<file path="config.mk">
export PLATFORM = sky130hd
export DESIGN_NAME = uart_tx_core
export DESIGN_NICKNAME = d
export VERILOG_FILES = /design/src/rtl/uart_tx_core.sv
export SDC_FILE = /design/constraint.sdc
export NUM_CORES = 1
export LEC_CHECK = 0
export BUFFER_PORTS_ARGS = -buffer_cell sky130_fd_sc_hd__buf_2
export CORE_MARGIN = 1.5
export CORE_UTILIZATION = 40
export DETAILED_ROUTE_END_ITERATION = 10
export HOLD_SLACK_MARGIN = 0.06
export REMOVE_ABC_BUFFERS = 1
export SLEW_MARGIN = 20
export SYNTH_ARGS = -nofsm -noshare
export SYNTH_HDL_FRONTEND = slang
export SYNTH_SLANG_ARGS = --single-unit
</file>
<file path="constraint.sdc">
create_clock -name i_Clock -period 5.9 [get_ports i_Clock]
set_clock_uncertainty 0.15 [all_clocks]
set_input_delay 1.18 -clock i_Clock [delete_from_list [all_inputs] [get_ports i_Clock]]
set_output_delay 1.18 -clock i_Clock [all_outputs]
set_load 0.005 [all_outputs]
</file>
<file path="src/rtl/uart_tx_core.sv">
// 8N1 UART transmitter: start bit, eight data bits LSB first, stop bit.
// All outputs are registered; the line idles high.
module uart_tx_core #(
  parameter int CLKS_PER_BIT = 434
) (
  input  logic       i_Clock,
  input  logic       i_Reset_n,
  input  logic       i_Tx_DV,
  input  logic [7:0] i_Tx_Byte,
  output logic       o_Tx_Active,
  output logic       o_Tx_Serial,
  output logic       o_Tx_Done
);

  localparam int CW =
    (CLKS_PER_BIT > 1) ? $clog2(CLKS_PER_BIT) : 1;
  localparam logic [CW-1:0] LAST = CW'(CLKS_PER_BIT - 1);

  typedef enum logic [1:0] {
    IDLE,
    START,
    DATA,
    STOP
  } state_e;

  state_e        state_q, state_d;
  logic [CW-1:0] cnt_q, cnt_d;
  logic [2:0]    idx_q, idx_d;
  logic [7:0]    shreg_q, shreg_d;
  logic          serial_q, serial_d;
  logic          active_q, active_d;
  logic          done_q, done_d;
  logic          bit_end;

  assign bit_end = (cnt_q == LAST);

  always_ff @(posedge i_Clock or negedge i_Reset_n) begin
    if (!i_Reset_n) begin
      state_q  <= IDLE;
      cnt_q    <= '0;
      idx_q    <= '0;
      shreg_q  <= '0;
      serial_q <= 1'b1;
      active_q <= 1'b0;
      done_q   <= 1'b0;
    end else begin
      state_q  <= state_d;
      cnt_q    <= cnt_d;
      idx_q    <= idx_d;
      shreg_q  <= shreg_d;
      serial_q <= serial_d;
      active_q <= active_d;
      done_q   <= done_d;
    end
  end

  always_comb begin
    state_d  = state_q;
    cnt_d    = cnt_q;
    idx_d    = idx_q;
    shreg_d  = shreg_q;
    serial_d = serial_q;
    active_d = active_q;
    done_d   = 1'b0;
    unique case (state_q)
      IDLE: begin
        serial_d = 1'b1;
        active_d = 1'b0;
        if (i_Tx_DV) begin
          shreg_d  = i_Tx_Byte;
          active_d = 1'b1;
          serial_d = 1'b0;
          cnt_d    = '0;
          state_d  = START;
        end
      end
      START: begin
        if (bit_end) begin
          cnt_d    = '0;
          idx_d    = '0;
          serial_d = shreg_q[0];
          state_d  = DATA;
        end else begin
          cnt_d = cnt_q + CW'(1);
        end
      end
      DATA: begin
        if (bit_end) begin
          cnt_d = '0;
          // shift so the next bit to send always sits in bit 1
          shreg_d = {1'b0, shreg_q[7:1]};
          if (idx_q == 3'd7) begin
            serial_d = 1'b1;
            state_d  = STOP;
          end else begin
            idx_d    = idx_q + 3'd1;
            serial_d = shreg_q[1];
          end
        end else begin
          cnt_d = cnt_q + CW'(1);
        end
      end
      STOP: begin
        if (bit_end) begin
          cnt_d    = '0;
          active_d = 1'b0;
          done_d   = 1'b1;
          state_d  = IDLE;
        end else begin
          cnt_d = cnt_q + CW'(1);
        end
      end
      default: state_d = IDLE;
    endcase
  end

  assign o_Tx_Serial = serial_q;
  assign o_Tx_Active = active_q;
  assign o_Tx_Done   = done_q;

endmodule

</file>
Word level (Yosys, flattened, before mapping)
Index checks and enable logic that the tools add are counted.
{"block": "word_totals", "ff_bits": 25, "latch_bits": 0, "ram_bits": 0, "rom_bits": 0, "n_memories": 0}
{"block": "op_classes", "addsub": 2, "multipliers": 0, "div": 0, "magnitude_cmp": 0, "n_eq_ne": 11, "n_shift": 0, "muxes": 26, "bitwise_logic": 0, "n_reduce_logical": 11}
{"cell": "$mux W9", "count": 2}
{"cell": "$pmux W9 S2", "count": 1}
{"cell": "$mux W8", "count": 2}
{"cell": "$pmux W8 S2", "count": 1}
{"cell": "$ne A2 B2 Y1 const B", "count": 6}
{"cell": "$mux W2", "count": 5}
{"cell": "$add A9 B1 Y9 const B", "count": 1}
{"cell": "$eq A9 B9 Y1 const B", "count": 1}
{"cell": "$mux W3", "count": 3}
{"cell": "$mux W1", "count": 8}
{"cell": "$pmux W2 S4", "count": 1}
{"cell": "$pmux W3 S2", "count": 1}
{"cell": "$reduce_and A3 Y1", "count": 2}
{"cell": "$reduce_bool A2 Y1", "count": 3}
{"cell": "$reduce_and A5 Y1", "count": 1}
{"cell": "$eq A2 B2 Y1 const B", "count": 2}
{"cell": "$reduce_and A4 Y1", "count": 1}
{"cell": "$add A3 B1 Y3 const B", "count": 1}
{"cell": "$eq A3 B3 Y1 const B", "count": 1}
{"cell": "$pmux W1 S3", "count": 1}
{"cell": "$reduce_bool A3 Y1", "count": 1}
{"cell": "$reduce_or A3 Y1", "count": 1}
{"cell": "$eq A2 B1 Y1 const B", "count": 1}
{"cell": "$logic_not A2 Y1", "count": 1}
{"cell": "2 further kinds", "count": 2}

Longest topological paths before layout
Gate-level depths: netlist of the first run.
{"block": "logic_depth", "word_depth": 4, "depth_mapped": 8, "ltp_nobuf": 6}

Worst setup path after synthesis of the first run
Ideal clock, no wire load.
{"block": "synth_timing", "kind": "input -> register", "start": "input port i_Tx_DV", "end": "register shreg_q[0]", "t_arrival_ps": 1989, "required_ps": 5673, "setup_slack_ps": 3683, "cell_stages": 5, "path_buffers": 1, "cell_sequence": "mux2_2 -> nand2b_1 -> clkbuf_1 -> o22ai_1 -> a21oi_1"}
{"block": "synth_via", "elab_chain_cells": 2}
{"element": "from (decl)", "line_no": "8", "source": "input logic i_Tx_DV,"}
{"element": "$ne A2 B2 Y1 (no line)"}
{"element": "$reduce_and A3 Y1 (no line)"}
{"element": "to (signal assigned)", "line_no": "50", "source": "shreg_q <= shreg_d;"}
{"element": "to (decl)", "line_no": "29", "source": "logic [7:0] shreg_q, shreg_d;"}
No other way between the ends.
A chain may end at the register's enable or synchronous reset.

Worst setup path after layout of the first run
{"block": "layout_timing", "start": "register state_q[0]", "end": "register shreg_q[2]"}
{"block": "layout_via", "elab_chain_cells": 3, "word_cells_on_any_way": 7}
{"element": "from (decl)", "line_no": "26", "source": "state_e state_q, state_d;"}
{"element": "from (signal assigned)", "line_no": "47", "source": "state_q <= state_d;"}
{"element": "$eq A2 B2 Y1 / $logic_not A2 Y1 (equally long branches)", "line_no": "65", "source": "unique case (state_q)"}
{"element": "$ne A2 B2 Y1 (no line) / $reduce_bool A2 Y1 (equally long branches)"}
{"element": "$reduce_and A3 Y1 (no line)"}
Parallel ways exist; a longest one is shown, timed or not.

==> flow_summary.yaml, run 1 <==
sta:
  min_period_ns: 2.42
  slew-limit-headroom_pct: 57.3
  hold_viol_final: 0
  rsz0062_at_grt: "false"
  max_freq_mhz: 413
  setup_slack_ns: 3.48
  finalSetupTns_ns: 0
  whs_ns: 0.385
  fin_crit_sh_pct: 41.0
  slew_viol_final: 0
  setup_viol: 0
  worst_slew_pin_slew_ns: 0.641
synthesis:
  yosysWarnings: 0
  ys.flop_type: "dfrtp_1"
  ys_top_cells_by_area: "dfrtp_1, ha_1, o22ai_1"
  ys_seq_area_share_pct: 43.9
  synth.distinct_cells: 38
  synth_edf_count: 0
  netlist.area_leader.share_pct: 42.1
  ys_ff_latch: 25
  async_flop_share_pct: 100
  synth_top_cell_by_area: "dfrtp_1"
  syn-instance-count: 138
  syn_avg_cell_area_um2: 10.3
  netlist_area_um2: 1430
min_path:
  hold_depth: 2
  hp-class: "register to register"
  hp-start: "shreg_q[7]"
route:
  dr_total_vias: 1048
  drtIter0Drc: 69
  drt_first_pass_iters: 4
  routed_via_density: 5.40
  routedWlPerCell_um: 13.9
  drt_wl_total_um: 2690
  ant_nets: 0
  drc_errors: 0
place:
  hpwl_um: 1940
  placed_area_um2: 1500
  dp_slack_ns: 3.47
  portBuffers: 13
  place_congestion: 0.866
floorplan:
  coreArea_um2: 3390
  initial_core_util_pct: 42.1
  num_rows: 21
  ios: 14
  die_area_um2: 3930
  die_w_um: 62.7
  die_h_um: 62.7
worst_setup_path:
  crit_chain: "inv_1 -> ha_1 -> mux2_2 -> nand4_1 -> o22ai_1 -> a21oi_1"
  worstPathMaxFanout: 20
  cpPeakStageDelay_ns: 0.58
  crit_buf_inv: 1
  startpoint: "state_q[0]"
  start_kind: "register"
  crit_type: "register to register"
  critPathSlowestCell: "ha_1"
  end_kind: "register"
  arrival_ns: 2.45
  reg2reg_to: "shreg_q[2]"
  reg2regPathDepth: 6
  crit_cells: 6
  required_ns: 5.93
  crit_path_end: "shreg_q[2]"
  worst-r2r-setup-slack_ns: 3.48
  r2r-start: "state_q[0]"
  cp_top_family: "adder cells"
cells_and_area:
  drive_above_1_share_pct: 16.9
  fin_nets: 169
  fin_area_um2: 1520
  final_cell_mix: "dfrtp_1, o22ai_1, buf_2"
  syn_to_final_growth_pct: 6.84
  antenna_cells: 0
  mostFrequentLayoutCell: "dfrtp_1"
global_routing:
  grt-busiest-layer: "met2"
  first_global_vias: 1022
  use_met1_pct: 19.2
  grt_max_degree: 26
  grt_pass1_wl_um: 4570
  grt_overflow: 0
  antenna_found_initial: 0
  grt_usage_pct: 14.4
  grt_use_met3_pct: 3.78
  grt_use_met2_pct: 23.8
power_and_ir_drop:
  ir_drop_uv: 235
  power_density_nw_per_um2: 457
  leakagePower_nw: 0.701
flow_run:
  maxCapViolCount: 0
status:
  outcome: "completed"
clock_tree:
  cts_setup_buffers: 0
  post_cts_resized: 0
  ctsHtreeMaxLevel: 1
  clkSinkCount: 25
  clk_pin_slew_worst_paths_ns: 0.13
  holdBufCountCts: 0
  cts_buffer_depth: 2
  numCtsBuffers: 3
  worstSkewPairLatency_ns: 0.31
  cts_tree: "built"
  cts-root-buf: "clkbuf_4"
[flip-flops by register name (all words and copies together), names as in the netlist]
| name | flops |
|---|---|
| cnt_q | 9 |
| idx_q | 3 |
| o_Tx_Active | 1 |
| o_Tx_Done | 1 |
| o_Tx_Serial | 1 |
| shreg_q | 8 |
| state_q | 2 |
[worst register-to-register path, delay by kind of cell, from the launching register on]
kind / cells / cell delay [ns]
flip-flops: 1 / 0.44
AND/OR/NAND/NOR: 1 / 0.28
adder cells (fa/ha/maj): 1 / 0.58
buffers and inverters: 1 / 0.13
multiplexers: 1 / 0.41
AO/OA/AOI/OAI: 2 / 0.29
[where the power goes]
group | switching (mW) | internal [mW]
registers | 0.0571 | 0.232
clock network | 0.0492 | 0.0264
logic | 0.169 | 0.163
[layer usage]
metal / wire [um] / vias to the layer above
met5: 0 / -
met3: 94 / 2
met2: 1230 / 12
met1: 1340 / 509
met4: 20 / 0
li1: - / 525
[area by class of cell]
| cell class | count | area, um2 |
|---|---|---|
| Fill cell | 329 | 1870 |
| Multi-Input combinational cell | 101 | 729 |
| Sequential cell | 25 | 627 |
| Timing Repair Buffer | 13 | 65.1 |
| Tap cell | 46 | 57.6 |
| Clock buffer | 4 | 26.3 |
| Inverter | 5 | 18.8 |
[synth_stat cells, types with 2 or more instances]
cell / n
ha_1: 9
dfrtp_1: 24
nand2_1: 3
buf_2: 2
clkbuf_1: 2
nor2_1: 9
o21ai_0: 5
and3_1: 3
mux2_4: 2
buf_6: 3
nor2b_1: 3
nand4_1: 6
a21oi_1: 6
o22ai_1: 14
inv_1: 5
and2_1: 2
nand2b_1: 4
nand3_1: 10
xor2_1: 7
[worst min-delay path by stage]
stage                       to  slack [ns]
floorplan           shreg_q[7]        0.34
global placement    shreg_q[7]        0.37
detailed placement  shreg_q[7]        0.37
CTS                 shreg_q[7]        0.39
global route        shreg_q[7]        0.42
finish              shreg_q[7]        0.38
[kinds of logic after synthesis]
kind of cell	Yosys count	synth area share, %
DFF	25	43.9
AOI/OAI and AO/OA	35	16.6
and+or+nand+nor	46	18.8
buffers and inverters	12	4.91
adders and majority gates	9	7.89
muxes	4	3.60
xor gates and xnor gates	7	4.30
[per-stage QoR]
stage          power, mW  utilization [%]  instances
6_report           0.696             45.0        194
5_1_grt            0.755             45.0        194
4_1_cts            0.707             45.0        194
3_5_place_dp       0.627             44.2        190
3_3_place_gp       0.614             44.2        190
2_1_floorplan      0.545                -        131
Note: power is estimated with default switching activity, not from simulation.
==> inputs of run 2 (changes only) <==
clock period = 2.32 ns   (was 5.9 ns; I/O delays follow)
==> flow_summary.yaml, run 2 (synthesized netlist as in run 1, its figures left out) <==
route:
  drc_errors: 0
  routed_via_density: 5.45
  ant_nets: 0
  drt_wl_total_um: 2830
  drtIter0Drc: 73
  drt_first_pass_iters: 5
  routedWlPerCell_um: 14.3
  dr_total_vias: 1079
cells_and_area:
  reg.largest.list: "cnt_q (9), shreg_q (8), idx_q (3)"
  largest_reg_flops: 9
  largest-register: "cnt_q"
  syn_to_final_growth_pct: 9.21
  fin_nets: 173
  antenna_cells: 0
  drive_above_1_share_pct: 19.1
  final_cell_mix: "dfrtp_1, o22ai_1, buf_2"
  mostFrequentLayoutCell: "dfrtp_1"
sta:
  worst_slew_pin_slew_ns: 0.570
  max_freq_mhz: 488
  fin_crit_sh_pct: 88.4
  finalSetupTns_ns: 0
  hold_viol_final: 0
  setup_viol: 0
  setup_slack_ns: 0.270
  slew-limit-headroom_pct: 62.0
  min_period_ns: 2.05
  slew_viol_final: 0
  rsz0062_at_grt: "false"
clock_tree:
  cts_setup_buffers: 0
  numCtsBuffers: 3
  cts-root-buf: "clkbuf_4"
  cts_tree: "built"
  ctsHtreeMaxLevel: 1
  worstSkewPairLatency_ns: 0.33
  clk_pin_slew_worst_paths_ns: 0.15
  clkSinkCount: 25
  cts_buffer_depth: 2
worst_setup_path:
  reg2reg_to: "shreg_q[6]"
  arrival_ns: 2.15
  required_ns: 2.42
  worstPathMaxFanout: 10
  worst-r2r-setup-slack_ns: 0.27
  crit_chain: "inv_1 -> ha_1 -> mux2_2 -> nand4_1 -> o22ai_1 -> a21oi_1"
  reg2regPathDepth: 6
  crit_buf_inv: 1
  critPathSlowestCell: "dfrtp_1"
  crit_type: "register to register"
  cp_top_family: "flip-flops"
  r2r-start: "state_q[0]"
  end_kind: "register"
  cpPeakStageDelay_ns: 0.45
  start_kind: "register"
place:
  hpwl_um: 2050
  place_congestion: 0.837
  portBuffers: 13
  dp_slack_ns: 0.317
floorplan:
  die_area_um2: 3930
  die_w_um: 62.7
  ios: 14
  initial_core_util_pct: 42.1
  coreArea_um2: 3390
  die_h_um: 62.7
  num_rows: 21
global_routing:
  antenna_found_initial: 0
  grt_overflow: 0
  grt_max_degree: 26
  grt_pass1_wl_um: 5040
  first_global_vias: 1125
  grt_usage_pct: 16.3
min_path:
  hp-class: "primary input to register"
  hp-start: "i_Tx_Byte[7]"
  whs_endpoint: "shreg_q[7]"
  hold_depth: 3
power_and_ir_drop:
  leakagePower_nw: 0.723
  ir_drop_uv: 476
  power_density_nw_per_um2: 1150
flow_run:
  maxCapViolCount: 0
status:
  outcome: "completed"
## run 2: cell count changes in the layout (fill, tap and decap cells not counted)
cell and change:
buf_4 +3, clkbuf_1 -1, clkinv_2 +1, dlygate4sd3_1 +1
## run 2: worst max path at each step
stage	end	cells past startpoint	startpoint
3_5_place_dp	shreg_q[4]	6	state_q[0]
4_1_cts	shreg_q[6]	6	state_q[0]
6_report	shreg_q[6]	6	state_q[0]
3_3_place_gp	shreg_q[5]	6	state_q[0]
5_1_grt	shreg_q[2]	6	state_q[0]
2_1_floorplan	shreg_q[0]	6	state_q[0]
## run 2: area by class of cell
cell class	instances	area (um2)
clock inverter	1	5.00
inverter	5	18.8
timing repair buffer	17	97.6
tap	46	57.6
clock buffer	3	22.5
sequential	25	627
fill	332	1830
multi-input combinational	101	729
## run 2: power breakdown
group / switching [mW] / internal [mW]
sequential: 0.148 / 0.589
combinational: 0.434 / 0.423
clock: 0.138 / 0.0647
total: 0.720 / 1.08
## run 2: what timing repair did
item / in CTS / in global routing
hold buffers: 1 / 0
resized for setup: 0 / 0
endpoints found under the hold margin: 24 / 0
## run 2: through the flow
stage	instances	power [mW]	utilization, %	instance area (um2)	hold WS [ns]
after global routing	198	1.96	46.0	1560	0.223
after global placement	193	1.57	44.9	1520	0.342
after CTS	198	1.81	46.0	1560	0.217
final	198	1.80	46.0	1560	0.232
after floorplan	131	1.38	-	1380	0.0184
after detailed placement	193	1.60	44.9	1520	0.348
## run 2: layer usage
layer	global-route usage (%)	up-vias	wire, um
met5	0	-	0
met4	8.89	0	55
met3	3.06	4	84
met2	25.7	19	1300
met1	21.1	519	1390
li1	-	537	-
## run 2: worst register-to-register path: stages, from the launching register on
cell	delay, ns
dfrtp_1	0.45
inv_1	0.13
ha_1	0.28
mux2_2	0.45
nand4_1	0.23
o22ai_1	0.13
a21oi_1	0.15
==> inputs of run 3 (changes only) <==
GPL_ROUTABILITY_DRIVEN = 0   (was unset)
PLACE_DENSITY_LB_ADDON = 0.25   (was unset)
==> flow_summary.yaml, run 3 (synthesized netlist as in run 1, its figures left out) <==
status:
  outcome: "completed"
min_path:
  hold_depth: 3
  hp-class: "primary input to register"
floorplan:
  die_w_um: 62.7
  die_h_um: 62.7
  num_rows: 21
  ios: 14
  die_area_um2: 3930
  initial_core_util_pct: 42.1
  coreArea_um2: 3390
clock_tree:
  worstSkewPairLatency_ns: 0.32
  cts_tree: "built"
  cts-root-buf: "clkbuf_4"
  post_cts_resized: 0
  clkSinkCount: 25
  cts_setup_buffers: 0
  clk_pin_slew_worst_paths_ns: 0.14
  numCtsBuffers: 3
  cts_buffer_depth: 2
  ctsHtreeMaxLevel: 1
  holdBufCountCts: 1
power_and_ir_drop:
  power_density_nw_per_um2: 1150
  switchingPower_mw: 0.717
  p_comb_share_pct: 48.5
  leakagePower_nw: 0.723
  ir_drop_uv: 456
  seqPwrFrac_pct: 40.6
  clock_power_share_pct: 10.9
  intPower_mw: 1.08
  p_sw_share_pct: 40.0
route:
  routed_via_density: 5.30
  wl_met3_um: 84
  met1_length_um: 1350
  drtIter0Drc: 26
  ant_nets: 0
  wl_met2_um: 1270
  drt_first_pass_iters: 4
  drt_wl_total_um: 2750
  routedWlPerCell_um: 13.9
  routed.top_layer: "met4"
  drc_errors: 0
  dr_total_vias: 1049
flow_run:
  maxCapViolCount: 0
global_routing:
  first_global_vias: 1048
  grt_overflow: 0
  grt_max_degree: 26
  grt_usage_pct: 15.3
  grt_pass1_wl_um: 4820
  antenna_found_initial: 0
cells_and_area:
  final_cell_mix: "dfrtp_1, o22ai_1, buf_2"
  mostFrequentLayoutCell: "dfrtp_1"
  drive_above_1_share_pct: 19.1
  fin_nets: 173
  syn_to_final_growth_pct: 9.21
  utilization_pct: 46.0
  largest-register: "cnt_q"
  largest_reg_flops: 9
  nFillCells: 323
  antenna_cells: 0
  reg.largest.list: "cnt_q (9), shreg_q (8), idx_q (3)"
place:
  portBuffers: 13
  hpwl_um: 2000
sta:
  slew_viol_final: 0
  max_freq_mhz: 479
  fin_crit_sh_pct: 89.9
  setup_viol: 0
  hold_viol_final: 0
  finalSetupTns_ns: 0
  min_period_ns: 2.09
  rsz0062_at_grt: "false"
  worst_slew_pin_slew_ns: 0.566
  slew-limit-headroom_pct: 62.3
worst_setup_path:
  reg2regPathDepth: 6
  end_kind: "register"
  crit_type: "register to register"
  worst-r2r-setup-slack_ns: 0.23
  start_kind: "register"
  required_ns: 2.42
  crit_buf_inv: 1
  critPathSlowestCell: "mux2_2"
  cpPeakStageDelay_ns: 0.46
  worstPathMaxFanout: 10
  crit_chain: "inv_1 -> ha_1 -> mux2_2 -> nand4_1 -> o22ai_1 -> a21oi_1"
  arrival_ns: 2.18
  cp_top_family: "multiplexers"
  crit_cells: 6
## run 3: cell counts in the layout (fill, tap and decap cells not counted)
No cell type changed its count.
## run 3: per-stage QoR
| stage | setup WS [ns] | instance area, um2 | instances | hold WS (ns) | power (mW) |
|---|---|---|---|---|---|
| after floorplan | 0.339 | 1380 | 131 | 0.0184 | 1.38 |
| after global placement | 0.295 | 1520 | 193 | 0.343 | 1.58 |
| after detailed placement | 0.270 | 1520 | 193 | 0.350 | 1.61 |
| after CTS | 0.228 | 1560 | 198 | 0.237 | 1.80 |
| after global routing | 0.110 | 1560 | 198 | 0.260 | 1.95 |
| final | 0.233 | 1560 | 198 | 0.246 | 1.79 |
## run 3: final timing paths
check,start,end
max in group asynchronous,i_Reset_n,cnt_q[8]
min reg2reg,shreg_q[7],shreg_q[7]
min,i_Tx_Byte[7],shreg_q[7]
min in group asynchronous,i_Reset_n,o_Tx_Done
max,state_q[1],shreg_q[4]
max reg2reg,state_q[1],shreg_q[4]
## run 3: per-layer routing
layer / vias up / GRT usage (%)
met3: 5 / 1.80
met5: - / 0
met4: 0 / 6.67
met1: 495 / 21.3
li1: 530 / -
met2: 19 / 23.9
## run 3: worst reg2reg max path, cell delays in order (launching register included)
cell and delay (ns):
dfrtp_1 0.45, inv_1 0.12, ha_1 0.27, mux2_2 0.46, nand4_1 0.26, o22ai_1 0.13, a21oi_1 0.17
## run 3: final cells by class
type | count | area [um2] | area share [%]
multi-input combinational | 101 | 729 | 46.8
tap | 46 | 57.6 | 3.69
timing repair buffer | 17 | 97.6 | 6.27
inverter | 5 | 18.8 | 1.20
clock buffer | 3 | 22.5 | 1.45
clock inverter | 1 | 5.00 | 0.321
sequential | 25 | 627 | 40.2
## run 3: power groups by stage
stage	Sequential, mW	Combinational [mW]	Clock (mW)
detailed placement	0.737	0.871	0
global route	0.754	0.977	0.219
floorplan	0.705	0.680	0
CTS	0.730	0.872	0.202
global placement	0.728	0.847	0
finish	0.729	0.870	0.196
